===== src/rtl/cmd_sequencer.sv =====
// Command sequencer: applies UART command frames to attitude/thrust setpoints, sequences calibration
// and battery conversion, and returns a response byte. Optional link watchdog under CMD_WDOG_EN.
module cmd_sequencer #(
   parameter int SETTLE_W = 25,
   parameter int WD_W     = 26
) (
   input  logic               clk,
   input  logic               rst,
   input  logic               cmd_rdy,
   input  logic [7:0]         cmd,
   input  logic [15:0]        data,
   output logic               clr_cmd_rdy,
   output logic [7:0]         resp,
   output logic               send_resp,
   input  logic               resp_sent,
   output logic signed [15:0] d_ptch,
   output logic signed [15:0] d_roll,
   output logic signed [15:0] d_yaw,
   output logic [8:0]         thrst,
   output logic               motors_off,
   output logic               strt_cal,
   output logic               inertial_cal,
   input  logic               cal_done,
   output logic               strt_cnv,
   input  logic               cnv_cmplt,
   input  logic [7:0]         batt
);

   localparam logic [7:0] REQ_BATT  = 8'h01;
   localparam logic [7:0] SET_PTCH  = 8'h02;
   localparam logic [7:0] SET_ROLL  = 8'h03;
   localparam logic [7:0] SET_YAW   = 8'h04;
   localparam logic [7:0] SET_THRST = 8'h05;
   localparam logic [7:0] CALIBRATE = 8'h06;
   localparam logic [7:0] EMER_LAND = 8'h07;
   localparam logic [7:0] MTRS_OFF  = 8'h08;
   localparam logic [7:0] POS_ACK   = 8'hA5;
   localparam logic [7:0] NEG_ACK   = 8'hEE;

   typedef enum logic [2:0] {IDLE, SETTLE, CAL, BATT, RESP_WAIT} state_t;

   state_t              state_r;
   logic [SETTLE_W-1:0] settle_cnt_r;
   logic                accept_s;

   assign accept_s = (state_r == IDLE) && cmd_rdy;

`ifdef CMD_WDOG_EN
   logic [WD_W-1:0] wd_cnt_r;
   logic            wd_fire_s;

   // An accepted frame in the terminal-count cycle suppresses the forced clear.
   assign wd_fire_s = (&wd_cnt_r) && !motors_off && !accept_s;
`endif

   // Sequencer state, counters and all registered outputs.
   always_ff @(posedge clk) begin
      if (rst) begin
         state_r      <= IDLE;
         settle_cnt_r <= {SETTLE_W{1'b0}};
         clr_cmd_rdy  <= 1'b0;
         resp         <= 8'h00;
         send_resp    <= 1'b0;
         d_ptch       <= 16'sh0000;
         d_roll       <= 16'sh0000;
         d_yaw        <= 16'sh0000;
         thrst        <= 9'h000;
         motors_off   <= 1'b1;
         strt_cal     <= 1'b0;
         inertial_cal <= 1'b0;
         strt_cnv     <= 1'b0;
`ifdef CMD_WDOG_EN
         wd_cnt_r     <= {WD_W{1'b0}};
`endif
      end else begin
         clr_cmd_rdy <= 1'b0;
         send_resp   <= 1'b0;
         strt_cal    <= 1'b0;
         strt_cnv    <= 1'b0;
`ifdef CMD_WDOG_EN
         wd_cnt_r <= accept_s ? {WD_W{1'b0}} : wd_cnt_r + {{(WD_W-1){1'b0}}, 1'b1};
         if (wd_fire_s) begin
            d_ptch <= 16'sh0000;
            d_roll <= 16'sh0000;
            d_yaw  <= 16'sh0000;
            thrst  <= 9'h000;
         end
`endif
         case (state_r)
            IDLE: begin
               if (cmd_rdy) begin
                  clr_cmd_rdy <= 1'b1;
                  case (cmd)
                     SET_PTCH: begin
                        d_ptch <= data; resp <= POS_ACK; send_resp <= 1'b1; state_r <= RESP_WAIT;
                     end
                     SET_ROLL: begin
                        d_roll <= data; resp <= POS_ACK; send_resp <= 1'b1; state_r <= RESP_WAIT;
                     end
                     SET_YAW: begin
                        d_yaw <= data; resp <= POS_ACK; send_resp <= 1'b1; state_r <= RESP_WAIT;
                     end
                     SET_THRST: begin
                        thrst      <= data[8:0];
                        motors_off <= 1'b0;
                        resp       <= POS_ACK;
                        send_resp  <= 1'b1;
                        state_r    <= RESP_WAIT;
                     end
                     EMER_LAND: begin
                        d_ptch    <= 16'sh0000;
                        d_roll    <= 16'sh0000;
                        d_yaw     <= 16'sh0000;
                        thrst     <= 9'h000;
                        resp      <= POS_ACK;
                        send_resp <= 1'b1;
                        state_r   <= RESP_WAIT;
                     end
                     MTRS_OFF: begin
                        motors_off <= 1'b1;
                        thrst      <= 9'h000;
                        resp       <= POS_ACK;
                        send_resp  <= 1'b1;
                        state_r    <= RESP_WAIT;
                     end
                     CALIBRATE: begin
                        motors_off   <= 1'b0;
                        inertial_cal <= 1'b1;
                        d_ptch       <= 16'sh0000;
                        d_roll       <= 16'sh0000;
                        d_yaw        <= 16'sh0000;
                        thrst        <= 9'h000;
                        settle_cnt_r <= {SETTLE_W{1'b0}};
                        state_r      <= SETTLE;
                     end
                     REQ_BATT: begin
                        strt_cnv <= 1'b1;
                        state_r  <= BATT;
                     end
                     default: begin
                        resp <= NEG_ACK; send_resp <= 1'b1; state_r <= RESP_WAIT;
                     end
                  endcase
               end
            end
            SETTLE: begin
               // Motors spin up for 2^SETTLE_W cycles before calibration starts.
               settle_cnt_r <= settle_cnt_r + {{(SETTLE_W-1){1'b0}}, 1'b1};
               if (&settle_cnt_r) begin
                  strt_cal <= 1'b1;
                  state_r  <= CAL;
               end
            end
            CAL: begin
               if (cal_done) begin
                  inertial_cal <= 1'b0;
                  resp         <= POS_ACK;
                  send_resp    <= 1'b1;
                  state_r      <= RESP_WAIT;
               end
            end
            BATT: begin
               if (cnv_cmplt) begin
                  resp      <= batt;
                  send_resp <= 1'b1;
                  state_r   <= RESP_WAIT;
               end
            end
            RESP_WAIT: begin
               if (resp_sent) begin
                  state_r <= IDLE;
               end
            end
            default: state_r <= IDLE;
         endcase
      end
   end

endmodule


===== config.mk =====
export PLATFORM = sky130hd
export DESIGN_NAME = cmd_sequencer
export DESIGN_NICKNAME = d
export VERILOG_FILES = /design/src/rtl/cmd_sequencer.sv
export SDC_FILE = /design/constraint.sdc
export NUM_CORES = 1
export LEC_CHECK = 0
export ABC_AREA = 1
export CORE_MARGIN = 5
export CORE_UTILIZATION = 45
export CTS_BUF_LIST = sky130_fd_sc_hd__clkbuf_8 sky130_fd_sc_hd__clkbuf_16
export DETAILED_ROUTE_END_ITERATION = 16
export PLACE_DENSITY_LB_ADDON = 0.1
export SLEW_MARGIN = 5
export SYNTH_ARGS = -nofsm -noshare
export SYNTH_HDL_FRONTEND = slang
export SYNTH_SLANG_ARGS = --single-unit

===== constraint.sdc =====
create_clock -name clk -period 1.5 [get_ports clk]
set_input_delay 0.3 -clock clk [delete_from_list [all_inputs] [get_ports clk]]
set_output_delay 0.3 -clock clk [all_outputs]
set_load 0.005 [all_outputs]

==> flow_metrics.tcl <==
set metrics [dict create \
    status "finished, final reports clean" \
    synth_common_cells "nor2_1 (196), nand2_1 (127), dfxtp_1 (99)" \
    synth_xor_area_share_pct 0 \
    cp.arrival_ns 1.77 \
    initial_core_util_pct 46.0 \
    drc_errors 0 \
    place_hpwl_um 10700 \
    powerDensity_nw_per_um2 891 \
    cts_hold_buf 0 \
    async_reset_ff_share_pct 0 \
    finalNetCount 920 \
    wirelength_um 14900 \
    slew_viol_final 0 \
    synth-adder-area-share_pct 0.265 \
    grt_pass1_wl_um 23900 \
    synthSimpleGateAreaFrac_pct 39.3 \
    grt_pass1_vias 5109 \
    synth_mux_area_share_pct 0 \
    antennaDiodeCount 0 \
    viasPerCell 5.07 \
    io_buffers 108 \
    grt_setup_unrepaired "true" \
    dieArea_sq_um 12700 \
    first_pass_iters 5 \
    crit_path_max_fanout 7 \
    synthCells 710 \
    grt_max_degree 27 \
    critPathRequiredTime_ns 1.78 \
    n_fill_cell 921 \
    vias 5183 \
    finalCritPeriodShare_pct 99.5 \
    clock_latency_ns 0.38 \
    cts.path.max_buffers 2 \
    pre_cts_ws_ns -0.448 \
    synth_nets 749 \
    boundaryPins 109 \
    yosys.area.top_type "dfxtp_1" \
    chipHeight_um 113 \
    antenna_found_initial 0 \
    grtUsageTotal_pct 22.9 \
    leakage_nw 3.21 \
    hp-class "reg -> reg" \
    netlist_area_sq_um 4730 \
    synth_most_common_cell "nor2_1" \
    cap_violations 0 \
    critPathKind "in -> reg" \
    synth_top_family_by_area "simple AND/OR/NAND/NOR gates" \
    cts.sinks 99 \
    setup_slack_ns 0.00788 \
    fin_skew_ns 0.0129 \
    synth_compound_area_share_pct 10.6 \
    yosysTopAreaCellShare_pct 41.9 \
    tritoncts "done" \
    overflow 0 \
    synth_edf_count 0 \
    whs_ns 0.467 \
    wire_per_inst_um 14.6 \
    antenna_left 0 \
    die_w_um 113 \
    syn_avg_cell_area_sq_um 6.66 \
    ys_seq_area_share_pct 41.9 \
    ys_warn_count 0 \
    finalSetupViolations 0 \
    clock-root-buffer "clkbuf_8" \
    numCtsBuffers 9 \
    htree_levels 3 \
    gp_congestion 0.925 \
    final.min_clock_period_ns 1.49 \
    worst_pin_slew_ns 0.328 \
    rows 37 \
    core_sq_um 10300 \
    first_iter_violations 268 \
    max_freq_mhz 670 \
    area_growth_pct 47.7 \
    drive_gt1_share_pct 27.2 \
    endpoint_kind "register" \
    ir_worst_vdd_uv 752 \
    critPathLaunchType "input pin" \
    clkTransAtPathRegs_ns 0.10 \
    final-hold-violation-count 0 \
    maxSlewHeadroom_pct 78.0 \
    synth_top_cells_by_area "dfxtp_1 (42%), nor2_1 (16%), nand2_1 (10%)" \
    final_core_util_pct 67.9 \
    ys_seq_elements 99 \
    synth_cell_type_count 31 \
    ys.flop_type "dfxtp_1" \
]
[layout make-up]
cell class                 instances  area, sq um  share of cell area, %
timing repair buffer             182         1690                   24.1
clock buffer                       9          124                   1.77
clock inverter                     7          116                   1.67
multi-input combinational        530         2580                   37.0
tap                              136          170                   2.44
sequential                        99         2060                   29.6
inverter                          59          236                   3.39
[worst max-delay path, stage by stage]
cell and delay, ns:
clkdlybuf4s50_1 0.41, nor2_2 0.12, nand2_2 0.13, nor2_4 0.15
nand2_4 0.10, o21ai_4 0.08, nand2_4 0.09, buf_4 0.17
o21ai_0 0.15, nor2_1 0.05
[routing by layer]
metal,global-route usage [%],up-vias,routed length [um]
li1,-,2611,-
met1,26.6,2408,6150
met2,41.1,145,7680
met3,6.58,19,897
met4,6.17,0,206
met5,0,-,0
[stage by stage]
stage	instances	cell area [sq um]	setup TNS, ns	total power [mW]
5_1_grt	1022	6980	-0.310	6.53
6_report	1022	6980	0	6.22
3_3_place_gp	998	6440	-31.55	4.13
3_5_place_dp	998	6440	-34.63	4.15
2_1_floorplan	710	4730	0	3.47
4_1_cts	1018	6740	-0.00767	6.15
[what timing repair did]
action | CTS | global route
resized for setup | 137 | 92
gates cloned | 0 | 2
buffers inserted | 4 | 2
endpoints found under the setup margin | 104 | 88
pin swaps | 6 | 12
[where the power goes]
part | leakage, nW | total (mW) | internal (mW) | switching (mW)
clock | 0.121 | 2.04 | 0.986 | 1.06
combinational | 2.26 | 1.35 | 0.596 | 0.751
sequential | 0.831 | 2.83 | 2.74 | 0.0887
[registers in the layout (all words and copies together), names as in the netlist]
name	flops
d_yaw	16
clr_cmd_rdy	1
thrst	9
inertial_cal	1
motors_off	1
send_resp	1
strt_cal	1
resp	8
strt_cnv	1
state_r	3
d_ptch	16
d_roll	16
settle_cnt_r	25
[path summary, 6_finish.rpt]
| kind | depth (start not counted) | end | slack (ns) | startpoint |
|---|---|---|---|---|
| worst min register to register | 2 | motors_off$_SDFFE_PP1P_ | 0.47 | motors_off$_SDFFE_PP1P_ |
| worst min-delay path | 2 | motors_off$_SDFFE_PP1P_ | 0.47 | motors_off$_SDFFE_PP1P_ |
| worst max register to register | 8 | resp[4]$_SDFFE_PP0P_ | 0.05 | state_r[2]$_SDFFE_PP0P_ |
| worst max-delay path | 10 | d_roll[0]$_SDFFE_PP0P_ | 0.008 | cmd[5] |
[logic make-up after synthesis]
group | Yosys count
AOI/OAI and AO/OA | 96
adders and majority gates | 1
buffers and inverters | 83
DFF | 99
and+or+nand+nor | 431
[cells in the final DEF, fill, tap and decap left out, types with 5 or more instances in the layout]
cell type        instances
nand2_2                 13
dfxtp_2                 60
nand3_2                  6
inv_1                   49
nand3_1                 56
dlygate4sd2_1           70
nand2_4                  5
buf_12                   8
nand2_1                119
inv_2                    6
o21ai_0                 22
nor2_1                 179
clkdlybuf4s50_1         34
nor2_2                  20
nor2_4                   7
buf_4                   59
nand4_1                  6
o21ai_2                  7
or2_2                   11
a21oi_1                 26
clkbuf_8                 9
dfxtp_1                 37
buf_6                    7
o21ai_1                 33
Note: power is estimated with default switching activity, not from simulation.
